<file path="config.mk">
export PLATFORM = sky130hd
export DESIGN_NAME = uart_key_mapper
export DESIGN_NICKNAME = d
export VERILOG_FILES = /design/src/rtl/uart_key_pkg.sv /design/src/rtl/key_hold_timer.sv /design/src/rtl/uart_key_mapper.sv
export SDC_FILE = /design/constraint.sdc
export NUM_CORES = 1
export LEC_CHECK = 0
export ABC_AREA = 1
export CAP_MARGIN = 15
export CORE_MARGIN = 3
export CORE_UTILIZATION = 50
export CTS_CLUSTER_SIZE = 12
export DETAILED_ROUTE_END_ITERATION = 10
export DONT_BUFFER_PORTS = 1
export GPL_ROUTABILITY_DRIVEN = 0
export PLACE_DENSITY = 0.68
export SLEW_MARGIN = 20
export SYNTH_ARGS = -nofsm -noshare
export SYNTH_HDL_FRONTEND = slang
export SYNTH_HIERARCHICAL = 1
export SYNTH_SLANG_ARGS = --single-unit
</file>
<file path="constraint.sdc">
create_clock -name clk -period 3.9 [get_ports clk]
set_input_delay 1.17 -clock clk [delete_from_list [all_inputs] [get_ports clk]]
set_output_delay 1.17 -clock clk [all_outputs]
set_load 0.01 [all_outputs]
</file>
<file path="src/rtl/uart_key_pkg.sv">
// Shared constants, key-map table, TX state encoding and helpers for the UART key mapper.
package uart_key_pkg;

  localparam logic [7:0] ESC_BYTE   = 8'h1B;
  localparam logic [7:0] NAK_BYTE   = 8'h3F;
  localparam int         KEY_SHOOT  = 4;
  localparam int         MAX_PLAYER = 4;

  // Row = player, column = w, a, s, d, shoot (lower-case form).
  localparam logic [7:0] KEY_MAP [MAX_PLAYER][5] = '{
    '{8'h77, 8'h61, 8'h73, 8'h64, 8'h20},
    '{8'h69, 8'h6A, 8'h6B, 8'h6C, 8'h75},
    '{8'h38, 8'h34, 8'h35, 8'h36, 8'h30},
    '{8'h74, 8'h66, 8'h67, 8'h68, 8'h72}
  };

  typedef enum logic {
    TX_IDLE = 1'b0,
    TX_SEND = 1'b1
  } tx_state_e;

  typedef struct packed {
    logic       hit;
    logic [1:0] player;
    logic [2:0] key;
  } key_dec_t;

  function automatic key_dec_t decode_key(input logic [7:0] b);
    logic [7:0] lc;
    key_dec_t   d;
    lc = (b >= 8'h41 && b <= 8'h5A) ? (b | 8'h20) : b;
    d  = '0;
    for (int p = 0; p < MAX_PLAYER; p++) begin
      for (int k = 0; k < 5; k++) begin
        if (!d.hit && lc == KEY_MAP[p][k]) begin
          d.hit    = 1'b1;
          d.player = 2'(p);
          d.key    = 3'(k);
        end
      end
    end
    return d;
  endfunction

  function automatic logic [7:0] sat_inc(input logic [7:0] v);
    return (v == 8'hFF) ? v : v + 8'd1;
  endfunction

endpackage

</file>
<file path="src/rtl/key_hold_timer.sv">
// Loadable/clearable down-counter; active while nonzero. Load beats the natural decrement.
module key_hold_timer #(
  parameter int HOLD_CYCLES = 25_000_000
) (
  input  logic clk,
  input  logic rst,
  input  logic i_load,
  input  logic i_clear,
  output logic o_active
);

  localparam int W = $clog2(HOLD_CYCLES + 1);

  logic [W-1:0] r_count;

  always_ff @(posedge clk) begin
    if (rst || i_clear) begin
      r_count <= '0;
    end else if (i_load) begin
      r_count <= W'(HOLD_CYCLES);
    end else if (r_count != '0) begin
      r_count <= r_count - W'(1);
    end
  end

  assign o_active = (r_count != '0);

endmodule

</file>
<file path="src/rtl/uart_key_mapper.sv">
// Maps received UART bytes to held per-player direction buttons and shoot pulses,
// and returns one acknowledge byte per received byte through a two-state TX handshake.
module uart_key_mapper #(
  parameter int N_PLAYERS   = 2,
  parameter int HOLD_CYCLES = 25_000_000
) (
  input  logic                 clk,
  input  logic                 rst,
  input  logic [7:0]           rx_data,
  input  logic                 rx_valid,
  input  logic [N_PLAYERS-1:0] key_en,
  output logic [N_PLAYERS-1:0] bt_w,
  output logic [N_PLAYERS-1:0] bt_a,
  output logic [N_PLAYERS-1:0] bt_s,
  output logic [N_PLAYERS-1:0] bt_d,
  output logic [N_PLAYERS-1:0] bt_st,
  output logic [7:0]           tx_data,
  output logic                 tx_valid,
  input  logic                 tx_ready,
  output logic [7:0]           bad_cnt,
  output logic [7:0]           drop_cnt
);

  import uart_key_pkg::*;

  key_dec_t   w_dec;
  logic [3:0] w_en4;
  logic       w_esc;
  logic       w_accept;
  logic       w_reject;
  logic [7:0] w_ack_byte;

  assign w_dec      = decode_key(rx_data);
  assign w_en4      = 4'(key_en);   // players >= N_PLAYERS read as disabled
  assign w_esc      = rx_valid && (rx_data == ESC_BYTE);
  assign w_accept   = rx_valid && w_dec.hit && w_en4[w_dec.player];
  assign w_reject   = rx_valid && !w_accept && !w_esc;
  assign w_ack_byte = w_reject ? NAK_BYTE : rx_data;

  logic [N_PLAYERS-1:0][3:0] w_active;
  logic [N_PLAYERS-1:0]      w_shoot;
  logic [N_PLAYERS-1:0]      r_st;

  genvar gi, gk;
  generate
    for (gi = 0; gi < N_PLAYERS; gi++) begin : g_player
      logic w_hit;
      logic w_dir_hit;
      assign w_hit       = w_accept && (w_dec.player == 2'(gi));
      assign w_dir_hit   = w_hit && (w_dec.key != 3'(KEY_SHOOT));
      assign w_shoot[gi] = w_hit && (w_dec.key == 3'(KEY_SHOOT));

      for (gk = 0; gk < 4; gk++) begin : g_dir
        key_hold_timer #(.HOLD_CYCLES(HOLD_CYCLES)) u_timer (
          .clk      (clk),
          .rst      (rst),
          .i_load   (w_dir_hit && (w_dec.key == 3'(gk))),
          .i_clear  (w_esc || !key_en[gi] || (w_dir_hit && (w_dec.key != 3'(gk)))),
          .o_active (w_active[gi][gk])
        );
      end

      assign bt_w[gi]  = w_active[gi][0];
      assign bt_a[gi]  = w_active[gi][1];
      assign bt_s[gi]  = w_active[gi][2];
      assign bt_d[gi]  = w_active[gi][3];
      assign bt_st[gi] = r_st[gi] && key_en[gi];
    end
  endgenerate

  always_ff @(posedge clk) begin
    if (rst) r_st <= '0;
    else     r_st <= w_shoot;
  end

  tx_state_e  r_state;
  tx_state_e  w_state_next;
  logic       w_take;
  logic       w_drop;
  logic [7:0] r_tx_data;
  logic [7:0] r_bad_cnt;
  logic [7:0] r_drop_cnt;

  // A new ack is only lost when the previous one is still waiting for tx_ready.
  assign w_take = rx_valid && ((r_state == TX_IDLE) || tx_ready);
  assign w_drop = rx_valid && (r_state == TX_SEND) && !tx_ready;

  always_ff @(posedge clk) begin
    if (rst) r_state <= TX_IDLE;
    else     r_state <= w_state_next;
  end

  always_comb begin
    w_state_next = r_state;
    case (r_state)
      TX_IDLE: if (rx_valid) w_state_next = TX_SEND;
      TX_SEND: if (tx_ready && !rx_valid) w_state_next = TX_IDLE;
      default: w_state_next = TX_IDLE;
    endcase
  end

  always_comb begin
    tx_valid = (r_state == TX_SEND);
  end

  always_ff @(posedge clk) begin
    if (rst) begin
      r_tx_data  <= '0;
      r_bad_cnt  <= '0;
      r_drop_cnt <= '0;
    end else begin
      if (w_take)   r_tx_data  <= w_ack_byte;
      if (w_reject) r_bad_cnt  <= sat_inc(r_bad_cnt);
      if (w_drop)   r_drop_cnt <= sat_inc(r_drop_cnt);
    end
  end

  assign tx_data  = r_tx_data;
  assign bad_cnt  = r_bad_cnt;
  assign drop_cnt = r_drop_cnt;

endmodule
</file>
==> results of run 1 <==
==> how the worst max path moves through the flow <==
| stage | startpoint | endpoint | slack [ps] | cells after the start |
|---|---|---|---|---|
| 2_1_floorplan | rx_data[2] | g_player[0].g_dir[1].u_timer/r_count[2] | 180 | 23 |
| 3_3_place_gp | rx_data[7] | g_player[1].g_dir[0].u_timer/r_count[4] | 90 | 26 |
| 3_5_place_dp | rx_data[2] | g_player[1].g_dir[0].u_timer/r_count[4] | -10 | 24 |
| 4_1_cts | rx_data[2] | g_player[1].g_dir[0].u_timer/r_count[4] | 520 | 24 |
| 5_1_grt | rx_data[5] | g_player[1].g_dir[0].u_timer/r_count[4] | 200 | 26 |
| 6_report | rx_data[2] | g_player[1].g_dir[0].u_timer/r_count[4] | 490 | 24 |
==> cell usage in the layout (no fill, tap or decap), types with 8 or more instances in the layout <==
master	Yosys	final
inv_2	27	27
a21oi_1	119	119
nor2_2	94	95
nor3b_1	10	10
a21oi_2	10	10
nor2_1	352	351
o21ai_1	8	8
nand3_2	13	13
nand2_1	474	474
clkbuf_16	0	27
o21ai_0	14	14
nand3_1	238	238
or2_1	8	8
a211oi_1	10	10
buf_4	0	27
nor3_1	48	48
xor2_1	17	17
nor2_4	30	30
nand4_1	79	79
nand2_2	32	32
inv_1	283	283
clkinv_2	0	10
xnor2_1	41	41
dfxtp_1	227	227
ha_1	18	18
or2_2	8	8
==> sequential cells by signal (all words and copies together), names as in the netlist <==
name                            flops
drop_cnt                            8
tx_valid                            1
g_player.g_dir.u_timer/r_count    200
r_st                                2
tx_data                             8
bad_cnt                             8
==> cells by family (layout without fill, tap and decap cells) <==
family | count (synthesis) | count (layout) | share of synthesized area
AOI/OAI and AO/OA | 177 | 177 | 0.0713
and+or+nand+nor | 1396 | 1396 | 0.458
xor gates and xnor gates | 58 | 58 | 0.0355
DFF | 227 | 227 | 0.317
buffers and inverters | 355 | 390 | 0.102
adders and majority gates | 18 | 18 | 0.0157
==> metrics by stage <==
step	utilization	instance area (µm²)
finish	0.560	15700
global route	0.560	15700
floorplan	-	14300
detailed placement	0.527	14800
CTS	0.560	15700
global placement	0.527	14800
==> worst max-delay path: cells and delay by family <==
kind                   cells  cell delay, ps
AO/OA/AOI/OAI              4             480
buffers and inverters      3             370
AND/OR/NAND/NOR           17            1810
==> layout make-up <==
cell class                      count  area share
Sequential cell                   227       0.290
Clock inverter                     15     0.00997
Tap cell                          378      0.0301
Timing Repair Buffer               30      0.0167
Inverter                          310      0.0742
Clock buffer                       35      0.0488
Multi-Input combinational cell   1649       0.531
==> layer usage <==
layer,vias to the layer above,share of wire,wire length (µm),track usage
met3,68,0.048,1730,0.0419
met2,288,0.47,16700,0.399
met1,6323,0.46,16300,0.294
met5,-,0,0,0
li1,7167,-,-,-
met4,0,0.025,894,0.0675
==> impl_results.md, run 1 <==
* Outcome: finished clean
* Global-route usage over all layers at 0.231
* TritonCTS clock tree: done
* R2R cell count at 11
* # rows at 61
* Placed cell count at 2594
* CTS Hold Buffers Added at 0
* Worst hold slack at 458 ps
* Post-Layout Cell Count at 2644
* Remaining global-route overflow at 0
* Clk slew on worst S/H paths at 60 ps
* Die Y at 175 µm
* Async set or reset register ratio after synthesis at 0
* Drt wl/cell at 13.5 µm
* Antenna cells at 0
* Dpl hpwl at 26.9 mm
* Sequential share of the synthesized area at 0.317
* Largest net degree at the start of global routing at 22
* Synth top cells by count: nand2_1 (474), nor2_1 (352), inv_1 (283)
* Worst path most repeated cell: nand2_1
* Ranking of synthesized cells by area: dfxtp_1 (32%), nand2_1 (12%), nor2_1 (9.2%)
* Area leader, netlist: dfxtp_1
* Syn_nets at 2263
* Final worst-path cycle share at 0.874
* Post-CTS sizing at 0
* Worst R2R End: drop_cnt[7]
* Worst slew margin at 0.467
* Share of cells above drive strength 1 at 0.135
* FF-to-FF Start: drop_cnt[1]
* Clock Tree Buf Depth at 3
* Initial Utilization at 0.512
* TritonRoute pass-1 iters at 5
* Syn-to-layout area delta at 9.51%
* Worst hold path class: reg2reg
* Die Wd at 175 µm
* Residual DRC at 0
* Drt initial violations at 924
* Vias/cell at 5.24
* Worst Slack Setup Final at 491 ps
* Worst-Margin Slew at 793 ps
* Clock Sinks at 227
* Synth Warn # at 6
* Layout net count at 2277
* Max incr delay on CP at 270 ps
* RSZ-0062 raised after global routing: false
* Vias at 13.8k
* Top-area cell type share of the netlist area at 0.317
* Max Slew Vio Count at 0
* Antenna-violating nets left at 0
* Post-Syn Instances at 2231
* Peak Freq at 293 MHz
* Root Driver: clkbuf_16
* I/O pins at 49
* Skew final at 14.4 ps
* H-tree level count at 1
* Setup fix buffers added after clock tree synthesis at 0
* Critical path peak fanout at 13
* Dpl ws at -14.4 ps
* Most numerous cell in the Yosys netlist: nand2_1
* Drt total wl at 35.6 mm
* First-pass GRT wire length at 60.9 mm
* Worst Hold Path Cells at 2
* WS Path Type: in2reg
* CP startpoint kind: input pin
* Max_cap viols at 0
* #FFs+latches synth at 227
* Top_reg_cell synth: dfxtp_1
* Critical path arrival at 3860 ps
* CP endpoint kind: flip-flop
* Mapped cell area at 14300 µm²
* EDFF count, synth at 0
* Buffers on Ports at 0
* Vias in the first global route at 12.9k
* Crit-path cells: inv_2 > nand2_2 > nor2_2 > nand2_1 > nand2_1 > nand2_2 > nand2_4 > nand2_4 > nor2_8 > nand3_2 > nor3_4 > a21oi_2 > nand3_2 > nor3_2 > nand3_1 > o22ai_2 > nand3_4 > nor2_2 > inv_1 > o21ai_1 > nor2_1 > nand2_1 > buf_4 > a211oi_1
* Die ar. at 30700 µm²
* Clk Latency, worst-skew pair at 550 ps
* Yosys cell types at 38
* Hold_sp: g_player[0].g_dir[2].u_timer/r_count[0]
* Sum Neg Setup Slack at 0 ps
* Register area at 4540 µm²
* Final Hold Fails at 0
* Multi-input logic area at 8330 µm²
* Worst Hold End: g_player[0].g_dir[2].u_timer/r_count[0]
* CP required at 4360 ps
* Average cell area after synthesis at 6.42 µm²
* Slowest-stage cell, CP: nor2_1
* Core ar. at 28000 µm²
* Num CTS Buffers at 27
* Minimum clock period at 3410 ps
* Initial antenna violation count at 0
* Worst R2R Setup Slack at 1800 ps
* Final setup vio count at 0
* # fillers at 2755
Power of run 1 is left out: the tool's default activity adds up to more than one toggle a clock period on the data nets, which glitch-free logic cannot reach.
==> run 2, diff against run 1 <==
Settings changed: CORE_UTILIZATION 50 to 55, PLACE_DENSITY 0.68 to 0.73.
==> impl_results.md, run 2 (synthesized netlist as in run 1, its figures left out) <==
* Antenna cells at 0
* Slowest-stage cell, CP: nor2_1
* Most frequent cells in the layout: nand2_1 (474), nor2_1 (351), inv_1 (283)
* Remaining global-route overflow at 0
* Clock Sinks at 227
* Die Y at 167 µm
* Critical path peak fanout at 13
* Setup fix buffers added after clock tree synthesis at 0
* Drt initial violations at 1250
* Sum Neg Setup Slack at 0 ps
* Clock Tree Buf Depth at 3
* Max reg flops at 200
* Largest register by flop count: g_player.g_dir.u_timer/r_count
* Post-CTS sizing at 0
* CTS Hold Buffers Added at 0
* Skew final at 22.7 ps
* WS Path Type: in2reg
* CP endpoint kind: flip-flop
* Initial Utilization at 0.564
* CP Buf/Inv Count at 2
* Worst-Margin Slew at 874 ps
* Largest net degree at the start of global routing at 22
* Clk slew on worst S/H paths at 60 ps
* Cell family with most CP delay: simple AND/OR/NAND/NOR gates
* Commonest non-fill, non-tap cell in the layout: nand2_1
* Num CTS Buffers at 27
* Share of cells above drive strength 1 at 0.136
* Worst hold path class: reg2reg
* Core ar. at 25400 µm²
* Max Slew Vio Count at 0
* Critical path arrival at 3810 ps
* Final worst-path cycle share at 0.858
* Layout net count at 2283
* H-tree level count at 1
* Vias at 14.1k
* Worst path most repeated cell: nand2_1
* Crit-path cells: inv_2 > nand2_1 > nor2_2 > nand2_1 > nand2_1 > nand2_2 > nand2_4 > nand2_4 > nor2_8 > nand3_2 > nor3_4 > a21oi_2 > nand3_2 > nor3_2 > nand3_1 > o22ai_2 > nand3_4 > nor2_2 > nand2_2 > o21ai_1 > nor2_1 > nand2_1 > buf_4 > a211oi_1
* First-pass GRT wire length at 61.9 mm
* Max incr delay on CP at 240 ps
* CP required at 4360 ps
* Final instance area at 15700 µm²
* Syn-to-layout area delta at 9.54%
* Root Driver: clkbuf_16
* Antenna-violating nets left at 0
* Residual DRC at 0
* Outcome: finished clean
* Worst slew margin at 0.412
* # rows at 58
* Max_cap viols at 0
* Global-route usage over all layers at 0.255
* Clk Latency, worst-skew pair at 540 ps
* Die Wd at 167 µm
* Vias/cell at 5.42
* Peak Freq at 299 MHz
* I/O pins at 49
* TritonRoute pass-1 iters at 6
* Placed Area at 14800 µm²
* RSZ-0062 raised after global routing: false
* CP startpoint kind: input pin
* Drt total wl at 36.5 mm
* Vias in the first global route at 13.2k
* Dpl hpwl at 27.2 mm
* Die ar. at 28000 µm²
* Minimum clock period at 3350 ps
* Initial antenna violation count at 0
* TritonCTS clock tree: done
* Final Hold Fails at 0
* Buffers on Ports at 0
* Drt wl/cell at 14.0 µm
* Final setup vio count at 0
run 2: final timing paths:
path | from | slack, ps | cells after the start | to
worst max-delay path | rx_data[0] | 550 | 24 | g_player[1].g_dir[3].u_timer/r_count[4]
worst min-delay path | g_player[0].g_dir[2].u_timer/r_count[0] | 460 | 2 | g_player[0].g_dir[2].u_timer/r_count[0]
worst max register to register | drop_cnt[1] | 1280 | 11 | drop_cnt[7]
worst min register to register | g_player[0].g_dir[2].u_timer/r_count[0] | 460 | 2 | g_player[0].g_dir[2].u_timer/r_count[0]
run 2: per-stage QoR:
step / utilization / hold slack, ps / worst slack, ps / cells
after detailed placement: 0.582 / 453 / 34.5 / 2552
after global placement: 0.582 / 447 / 122 / 2552
after floorplan: - / 439 / 183 / 2231
after CTS: 0.618 / 462 / 592 / 2602
after global routing: 0.618 / 490 / 152 / 2602
final: 0.618 / 461 / 555 / 2602
run 2: metal layers:
layer,vias to the layer above,track usage,part of all wire
met5,-,0,0
met4,0,0.0864,0.032
met3,84,0.0397,0.061
met2,391,0.432,0.46
met1,6439,0.335,0.44
li1,7180,-,-
run 2: cell type report:
cell class | instances | area [µm²]
clock buffer | 39 | 771
clock inverter | 11 | 134
fill | 2357 | 9700
inverter | 310 | 1160
multi-input combinational | 1649 | 8330
sequential | 227 | 4540
tap | 330 | 413
timing repair buffer | 36 | 345
run 2: worst reg2reg max path, delay by kind of cell, from the launching register on:
kind            cells  cell delay [ps]
buf+inv             2              160
fa+ha+maj           1              180
flops               1              440
simple gates        6             1520
compound gates      2              240
Power of run 2 is left out for the same reason.
==> run 3, diff against run 2 <==
Clock period 3.9 ns to 3 ns, I/O delays scaled along.
==> impl_results.md, run 3 (synthesized netlist as in run 1, its figures left out) <==
* Antenna-violating nets left at 0
* Vias in the first global route at 13.1k
* H-tree level count at 1
* Clk slew on worst S/H paths at 60 ps
* Final Hold Fails at 0
* WL met1 at 16.8 mm
* First-pass GRT wire length at 60.3 mm
* Antenna cells at 0
* CP required at 3460 ps
* Worst Slack Setup Final at -20.0 ps
* CP startpoint kind: input pin
* Initial Utilization at 0.564
* Dpl hpwl at 27.1 mm
* I/O pins at 49
* Root Driver: clkbuf_16
* Remaining global-route overflow at 0
* Core ar. at 25400 µm²
* Critical path arrival at 3480 ps
* CP endpoint kind: flip-flop
* Worst-Margin Slew at 1100 ps
* # rows at 58
* Skew final at 10.2 ps
* Initial antenna violation count at 0
* Worst slew margin at 0.266
* WS Path Type: in2reg
* Die Wd at 167 µm
* Vias at 14.5k
* Layout net count at 2345
* Residual DRC at 0
* Largest register by flop count: g_player.g_dir.u_timer/r_count
* Largest net degree at the start of global routing at 22
* Sum Neg Setup Slack at -92.6 ps
* TritonRoute pass-1 iters at 6
* Share of cells above drive strength 1 at 0.221
* Syn-to-layout area delta at 19.3%
* Max reg flops at 200
* Drt total wl at 38.6 mm
* Drt wl/cell at 14.5 µm
* CTS Hold Buffers Added at 0
* Drt initial violations at 1124
* Global-route usage over all layers at 0.248
* Peak Freq at 331 MHz
* Top routing layer in use: met4
* # fillers at 2195
* RSZ-0062 raised after global routing: true
* Clk Latency, worst-skew pair at 520 ps
* Most frequent cells in the layout: nand2_1 (462), nor2_1 (323), inv_1 (267)
* Met2 WL post-DR at 18.7 mm
* Num CTS Buffers at 26
* Max_cap viols at 0
* Final worst-path cycle share at 1.01
* Clock Sinks at 227
* Worst hold path class: in2reg
* Final setup vio count at 9
* Minimum clock period at 3020 ps
* Routed length on met3 at 2.24 mm
* Outcome: finished, violations left
* Buffers on Ports at 0
* Violated checks: setup timing
* Commonest non-fill, non-tap cell in the layout: nand2_1
* Die Y at 167 µm
* Clock Tree Buf Depth at 3
* TritonCTS clock tree: done
* Vias/cell at 5.46
* Max Slew Vio Count at 0
* Critical path peak fanout at 8
* Die ar. at 28000 µm²
run 3: cell types whose count changed in the layout (fill, tap and decap cells not counted), sizes merged:
cell,previous run,this run
buf,36,93
inv,311,307
clkbuf,39,44
clkinvlp,0,4
clkinv,7,2
run 3: worst paths after layout:
check / from / endpoint / slack (ps) / cells past startpoint
max: rx_data[7] / g_player[0].g_dir[3].u_timer/r_count[18] / -20 / 24
min reg2reg: g_player[1].g_dir[2].u_timer/r_count[0] / g_player[1].g_dir[2].u_timer/r_count[0] / 460 / 2
max reg2reg: drop_cnt[2] / drop_cnt[7] / 860 / 10
min: rst / tx_data[7] / 440 / 1
run 3: per-stage QoR:
stage | cells | instance area [µm²] | util | worst slack [ps] | hold slack [ps]
after global placement | 2577 | 15200 | 0.597 | -409 | 447
after CTS | 2621 | 16100 | 0.633 | 43.3 | 424
after floorplan | 2231 | 14700 | - | -230 | 437
after detailed placement | 2577 | 15200 | 0.597 | -506 | 453
after global routing | 2659 | 17100 | 0.673 | -260 | 423
final | 2659 | 17100 | 0.673 | -20.0 | 440
run 3: critical path: stages:
cell and delay [ps]:
clkinv_16 30, nand2_8 40, nor2_4 100, nand2_1 50
nand2_1 50, nand2_1 60, nand2_2 70, nand2_4 80
nand3_1 120, inv_1 100, o21ai_0 140, nand3_1 120
nor3_1 220, nand3_2 120, o22ai_2 150, nand3_4 130
nor2_4 140, nand2_4 110, buf_4 160, nor2_4 120
inv_4 70, buf_6 140, buf_4 130, a21oi_2 110
run 3: what timing repair did:
item	4_1_cts	5_1_grt
endpoints found under the hold margin	0	0
resized for setup	0	202
setup endpoints to repair	0	200
setup buffers	0	26
run 3: cell type report:
cell class              count  area [µm²]  share of cell area
clock buffers              40         825              0.0482
clock inverters             4        95.1             0.00556
inverters                 310        1240              0.0726
multi-input cells        1649        9020               0.527
flip-flops and latches    227        4540               0.266
well taps                 330         413              0.0241
repair buffers             97         947              0.0554
repair inverters            2        15.0            0.000878
run 3: routing by layer:
layer  vias up  global-route usage
met2       421               0.435
met3        76              0.0323
met5         -                   0
met1      6709               0.322
met4         0              0.0697
li1       7322                   -
Power of run 3 is left out for the same reason.
